$ cat config.mk
export PLATFORM = sky130hd
export DESIGN_NAME = serial_pattern_tx_flat
export DESIGN_NICKNAME = d
export VERILOG_FILES = /design/src/rtl/serial_pattern_tx_if.sv /design/src/rtl/serial_pattern_tx.sv /design/src/flat_wrapper.sv
export SDC_FILE = /design/constraint.sdc
export NUM_CORES = 1
export LEC_CHECK = 0
export BUFFER_PORTS_ARGS = -buffer_cell sky130_fd_sc_hd__buf_2
export CAP_MARGIN = 15
export CORE_UTILIZATION = 55
export DETAILED_ROUTE_END_ITERATION = 10
export HOLD_SLACK_MARGIN = 0.05
export PLACE_DENSITY_LB_ADDON = 0.3
export SLEW_MARGIN = 10
export SYNTH_ARGS = -nofsm -noshare
export SYNTH_HDL_FRONTEND = slang
export SYNTH_SLANG_ARGS = --single-unit
$ cat constraint.sdc
create_clock -name clk -period 2.44 [get_ports clk]
set_input_delay 0.122 -clock clk [delete_from_list [all_inputs] [get_ports clk]]
set_output_delay 0.122 -clock clk [all_outputs]
set_load 0.05 [all_outputs]
$ cat src/rtl/serial_pattern_tx_if.sv
// Word handshake between a producer and serial_pattern_tx.
// master drives the word, slave (the transmitter) answers with in_ready.
interface serial_pattern_tx_if #(
  parameter int DATA_W = 8
);
  logic              in_valid;
  logic [DATA_W-1:0] in_data;
  logic              in_ready;

  modport master (output in_valid, output in_data, input in_ready);
  modport slave  (input in_valid, input in_data, output in_ready);
endinterface

$ cat src/rtl/serial_pattern_tx.sv
// Serial frame transmitter: shifts a DATA_W-bit word out MSB-first, then idles GAP cycles.
// Define SYNC_HDR_EN to prefix every frame with the 4-bit header 0,1,0,1.
module serial_pattern_tx #(
  parameter int   DATA_W     = 8,
  parameter int   GAP        = 1,
  parameter logic IDLE_LEVEL = 1'b1
) (
  input  logic                clk,
  input  logic                reset,
  serial_pattern_tx_if.slave  bus,
  output logic                x,
  output logic                x_valid,
  output logic                done
);

  localparam int CW = $clog2(DATA_W);
  localparam int GW = (GAP > 1) ? $clog2(GAP) : 1;
  localparam logic [CW-1:0] BIT_LAST = CW'(DATA_W - 1);
  localparam logic [CW-1:0] BIT_ZERO = CW'(0);
  localparam logic [CW-1:0] BIT_ONE  = CW'(1);
  localparam logic [GW-1:0] GAP_LAST = GW'((GAP > 0) ? GAP - 1 : 0);
  localparam logic [GW-1:0] GAP_ZERO = GW'(0);
  localparam logic [GW-1:0] GAP_ONE  = GW'(1);

`ifdef SYNC_HDR_EN
  typedef enum logic [1:0] {ST_IDLE = 2'd0, ST_HDR = 2'd1, ST_DATA = 2'd2, ST_GAP = 2'd3} state_t;
`else
  typedef enum logic [1:0] {ST_IDLE = 2'd0, ST_DATA = 2'd2, ST_GAP = 2'd3} state_t;
`endif

  state_t            state_r, state_n;
  logic [DATA_W-1:0] shift_r, shift_n;
  logic [CW-1:0]     bit_cnt_r, bit_cnt_n;
  logic [GW-1:0]     gap_cnt_r, gap_cnt_n;
  logic              x_r, x_n;
  logic              x_valid_r, x_valid_n;
  logic              done_r, done_n;
`ifdef SYNC_HDR_EN
  logic [1:0]        hdr_cnt_r, hdr_cnt_n;
`endif

  assign bus.in_ready = (state_r == ST_IDLE);
  assign x            = x_r;
  assign x_valid      = x_valid_r;
  assign done         = done_r;

  // Next-state and next-output decode; outputs fall back to an idle line each cycle.
  always_comb begin
    state_n   = state_r;
    shift_n   = shift_r;
    bit_cnt_n = bit_cnt_r;
    gap_cnt_n = gap_cnt_r;
    x_n       = IDLE_LEVEL;
    x_valid_n = 1'b0;
    done_n    = 1'b0;
`ifdef SYNC_HDR_EN
    hdr_cnt_n = hdr_cnt_r;
`endif
    case (state_r)
      ST_IDLE: begin
        if (bus.in_valid) begin
          x_valid_n = 1'b1;
`ifdef SYNC_HDR_EN
          x_n       = 1'b0;
          shift_n   = bus.in_data;
          hdr_cnt_n = 2'd0;
          state_n   = ST_HDR;
`else
          x_n       = bus.in_data[DATA_W-1];
          shift_n   = bus.in_data << 1;
          bit_cnt_n = BIT_LAST;
          state_n   = ST_DATA;
`endif
        end else begin
          state_n = ST_IDLE;
        end
      end
`ifdef SYNC_HDR_EN
      ST_HDR: begin
        x_valid_n = 1'b1;
        // Header bit k equals k[0], so the bit after index k is ~k[0].
        if (hdr_cnt_r != 2'd3) begin
          x_n       = ~hdr_cnt_r[0];
          hdr_cnt_n = hdr_cnt_r + 2'd1;
        end else begin
          x_n       = shift_r[DATA_W-1];
          shift_n   = shift_r << 1;
          bit_cnt_n = BIT_LAST;
          state_n   = ST_DATA;
        end
      end
`endif
      ST_DATA: begin
        if (bit_cnt_r != BIT_ZERO) begin
          x_n       = shift_r[DATA_W-1];
          x_valid_n = 1'b1;
          shift_n   = shift_r << 1;
          bit_cnt_n = bit_cnt_r - BIT_ONE;
        end else begin
          done_n    = 1'b1;
          gap_cnt_n = GAP_ZERO;
          state_n   = (GAP > 0) ? ST_GAP : ST_IDLE;
        end
      end
      ST_GAP: begin
        if (gap_cnt_r == GAP_LAST) begin
          gap_cnt_n = GAP_ZERO;
          state_n   = ST_IDLE;
        end else begin
          gap_cnt_n = gap_cnt_r + GAP_ONE;
        end
      end
      default: begin
        state_n = ST_IDLE;
      end
    endcase
  end

  // State, datapath and registered outputs; reset discards any frame in flight.
  always_ff @(posedge clk or negedge reset) begin
    if (!reset) begin
      state_r   <= ST_IDLE;
      shift_r   <= {DATA_W{1'b0}};
      bit_cnt_r <= BIT_ZERO;
      gap_cnt_r <= GAP_ZERO;
      x_r       <= IDLE_LEVEL;
      x_valid_r <= 1'b0;
      done_r    <= 1'b0;
`ifdef SYNC_HDR_EN
      hdr_cnt_r <= 2'd0;
`endif
    end else begin
      state_r   <= state_n;
      shift_r   <= shift_n;
      bit_cnt_r <= bit_cnt_n;
      gap_cnt_r <= gap_cnt_n;
      x_r       <= x_n;
      x_valid_r <= x_valid_n;
      done_r    <= done_n;
`ifdef SYNC_HDR_EN
      hdr_cnt_r <= hdr_cnt_n;
`endif
    end
  end

endmodule

$ cat src/flat_wrapper.sv
// flat-port wrapper written by rule: the top's interface ports become plain ports
module serial_pattern_tx_flat 
#(
  parameter int   DATA_W     = 8,
  parameter int   GAP        = 1,
  parameter logic IDLE_LEVEL = 1'b1
)
  (clk, reset, x, x_valid, done, bus_in_valid, bus_in_data, bus_in_ready);
  serial_pattern_tx_if #(.DATA_W(DATA_W)) bus_i ();
  input  logic clk;
  input  logic reset;
  output logic x;
  output logic x_valid;
  output logic done;
  input wire logic [$bits(bus_i.in_valid)-1:0] bus_in_valid;
  input wire logic [$bits(bus_i.in_data)-1:0] bus_in_data;
  output wire logic [$bits(bus_i.in_ready)-1:0] bus_in_ready;
  assign bus_i.in_valid = bus_in_valid;
  assign bus_i.in_data = bus_in_data;
  assign bus_in_ready = bus_i.in_ready;
  serial_pattern_tx #(.DATA_W(DATA_W), .GAP(GAP), .IDLE_LEVEL(IDLE_LEVEL)) u_core (.clk(clk), .reset(reset), .bus(bus_i), .x(x), .x_valid(x_valid), .done(done));
endmodule
==> key figures <==
STA
  • Max Freq: 630 MHz
  • Total negative slack: 0 ps
  • Tmin final: 1590 ps
  • Hold Fails Final Rpt: 0
  • Actual transition at the worst max-transition pin: 397 ps
  • Endpoints failing setup: 0
  • Worst-case clock skew: 2.90 ps
  • Unrepaired setup endpoints after global routing: no
  • Final period util: 65.1%
  • Final Max Slew Viols: 0
  • Rel. slew slack: 73.5%

Hold path
  • Hold Crit Class: input port to flop
  • WHS Path Cells: 3

Synthesis
  • Yosys warns: 0
  • Seq/Total Area, Yosys: 51.4%
  • Flops & latches, synth: 15
  • Syn avg cell area: 13.3 um2
  • Syn_nets: 68
  • Cells after Synth: 55
  • Number of distinct library cells after synthesis: 21
  • Synthesized area: 733 um2

Clock tree
  • Worst skew pair latency: 280 ps
  • Clk slew on worst S/H paths: 80 ps
  • Postcts setup bufs: 0
  • Root Buffer: clkbuf_4
  • CTS tree: built
  • Clock Sinks: 15
  • Num CTS Buffers: 3
  • H-Tree Level Count: 1
  • Clock buffer depth: 2

Detailed routing
  • DRC viols: 0
  • DRT iter0 DRCs: 2
  • Total Wirelength: 1110 um
  • Post-DR wirelength/cell: 12.6 um
  • Via count: 461
  • DR pass1 iterations: 4
  • Remaining antenna violation count: 0
  • Vias per cell: 5.24

Placement
  • HPWL Detailed: 816 um
  • Placer Congestion: 0.714
  • IO buf count: 14

Global route
  • Largest net degree at the start of global routing: 16
  • Vias in the first global route: 418
  • GRT Total Usage: 18.3%
  • Grt total ovfl: 0
  • Initial antenna violation count: 0
  • First-pass GRT wire length: 1800 um

Status
  • Status: finished clean

Final layout
  • NumNets Final: 88
  • Layout overhead on the synthesized area: 16.7%
  • Fill count: 89
  • Final antenna diode count: 0
  • Layout cells sized above 1: 50.0%

Floorplan
  • I/O pin cnt: 15
  • Die area: 1480 um2
  • Die Span Y: 38.5 um
  • Rows: 12
  • Core area: 1170 um2
  • Initial core utilization: 62.6%
  • Die W: 38.5 um

Critical path
  • Setup Crit Path Kind: flop to flop
  • CP Buf/Inv Count: 1
  • Crit path cell chain: inv_1 -> ha_1 -> and3b_2 -> nor2_4 -> mux2_2
  • WP data arrival: 1760 ps
  • Critical Path Max Stage Delay: 380 ps
  • Worst path depth: 5
  • Family with the most delay on the worst path: simple AND/OR/NAND/NOR gates
  • Worst setup SP type: flop
  • Critical Path Sink Type: flop
  • Worst path required time: 2610 ps
  • R2r worst-path depth: 5
  • Critical Path Fanout Max: 10
  • Crit path max-delay cell type: mux2_2

Flow run
  • Total of max-cap violations: 0

Power and ir drop
  • Design Power: 1.22 mW
  • Leakage: 0.445 nW
  • Pwr Density: 1430 nW/um2
  • Worst vdd ir: 0.000671 V
[worst register-to-register path: cells and delay by family, from the launching register on]
family	cells	cell delay [ps]
and+or+nand+nor	2	480
muxes	1	380
DFF	1	360
adders and majority gates	1	200
buffers and inverters	1	60
[power by group]
part	total (mW)	internal, mW	switching, mW
Combinational	0.662	0.337	0.325
Sequential	0.423	0.364	0.0591
Clock	0.139	0.0634	0.0753
Total	1.22	0.765	0.459
[cell usage after synthesis, drive strengths merged]
library cell  instances  area share (%)
dfrtp                14              48
mux2                 13              23
inv                   4             2.0
nand2                 3             1.5
and2                  2             2.0
ha                    2             3.4
nor2                  2             2.0
nor2b                 2             2.7
nor3b                 2             2.0
o21ai                 2             1.4
o21bai                2             2.0
a211o                 1             1.4
a21oi                 1            0.68
a22o                  1             1.2
and3b                 1             1.4
buf                   1             1.5
dfstp                 1             3.6
nand3                 1            0.68
[flip-flops by register name (all words and copies together), names as in the netlist]
name and cells:
u_core.x 1, u_core.done 1, u_core.bit_cnt_r 3, u_core.x_valid 1, u_core.state_r 2, u_core.shift_r 7
[cell type report]
cell class / instances / area [um2] / share of cell area (%)
multi-input cells: 35 / 330 / 38.6
repair buffers: 16 / 90.1 / 10.5
inverters: 4 / 15.0 / 1.75
well taps: 14 / 17.5 / 2.05
flip-flops and latches: 15 / 377 / 44.0
clock buffers: 4 / 26.3 / 3.07
[layout by cell type, fill, tap and decap left out]
master	count
buf_2	14
dfrtp_1	14
mux2_2	8
mux2_4	5
inv_1	4
nand2_1	3
clkbuf_4	3
o21bai_1	2
and2_2	2
nor3b_1	2
o21ai_0	2
ha_1	2
dlygate4sd3_1	2
nor2_1	1
and3b_2	1
nor2_4	1
nor2b_1	1
nor2b_4	1
a21oi_1	1
a22o_1	1
nand3_1	1
a211o_2	1
clkbuf_1	1
dfstp_2	1
[through the flow]
stage	area, um2	utilization (%)	worst slack (ps)	hold WS, ps	std cells
CTS	846	72.2	840	51.5	87
detailed placement	810	69.1	847	37.9	82
finish	856	73.1	853	99.4	88
floorplan	733	-	980	-174	55
global placement	810	69.1	850	39.2	82
global route	856	73.1	763	88.6	88
[layer usage]
layer / routed length, um / track usage, %
met5: 0 / 0
met4: 20 / 12.9
met3: 46 / 1.74
met2: 532 / 28.3
met1: 513 / 23.8
[cell families (layout without fill, tap and decap cells)]
| group | after synthesis | count (layout) | synth area share [%] |
|---|---|---|---|
| multiplexers | 13 | 13 | 22.5 |
| adder cells (fa/ha/maj) | 2 | 2 | 3.41 |
| AO/OA/AOI/OAI | 7 | 7 | 6.65 |
| buffers and inverters | 5 | 24 | 3.58 |
| AND/OR/NAND/NOR | 13 | 13 | 12.5 |
| flip-flops | 15 | 15 | 51.4 |
[worst paths after layout]
path,from,end,slack [ps]
hold / removal,bus_in_valid,u_core.shift_r[1],100
setup / recovery,u_core.bit_cnt_r[0],u_core.bit_cnt_r[0],850
min in group asynchronous,reset,u_core.shift_r[1],260
hold reg to reg,u_core.shift_r[4],u_core.shift_r[4],510
setup reg to reg,u_core.bit_cnt_r[0],u_core.bit_cnt_r[0],850
max in group asynchronous,reset,u_core.x,1880
[timing repair]
action	4_1_cts	5_1_grt
resized for setup	0	0
hold buffers	1	1
hold endpoints to repair	15	1
Note: power is estimated with default switching activity, not from simulation.
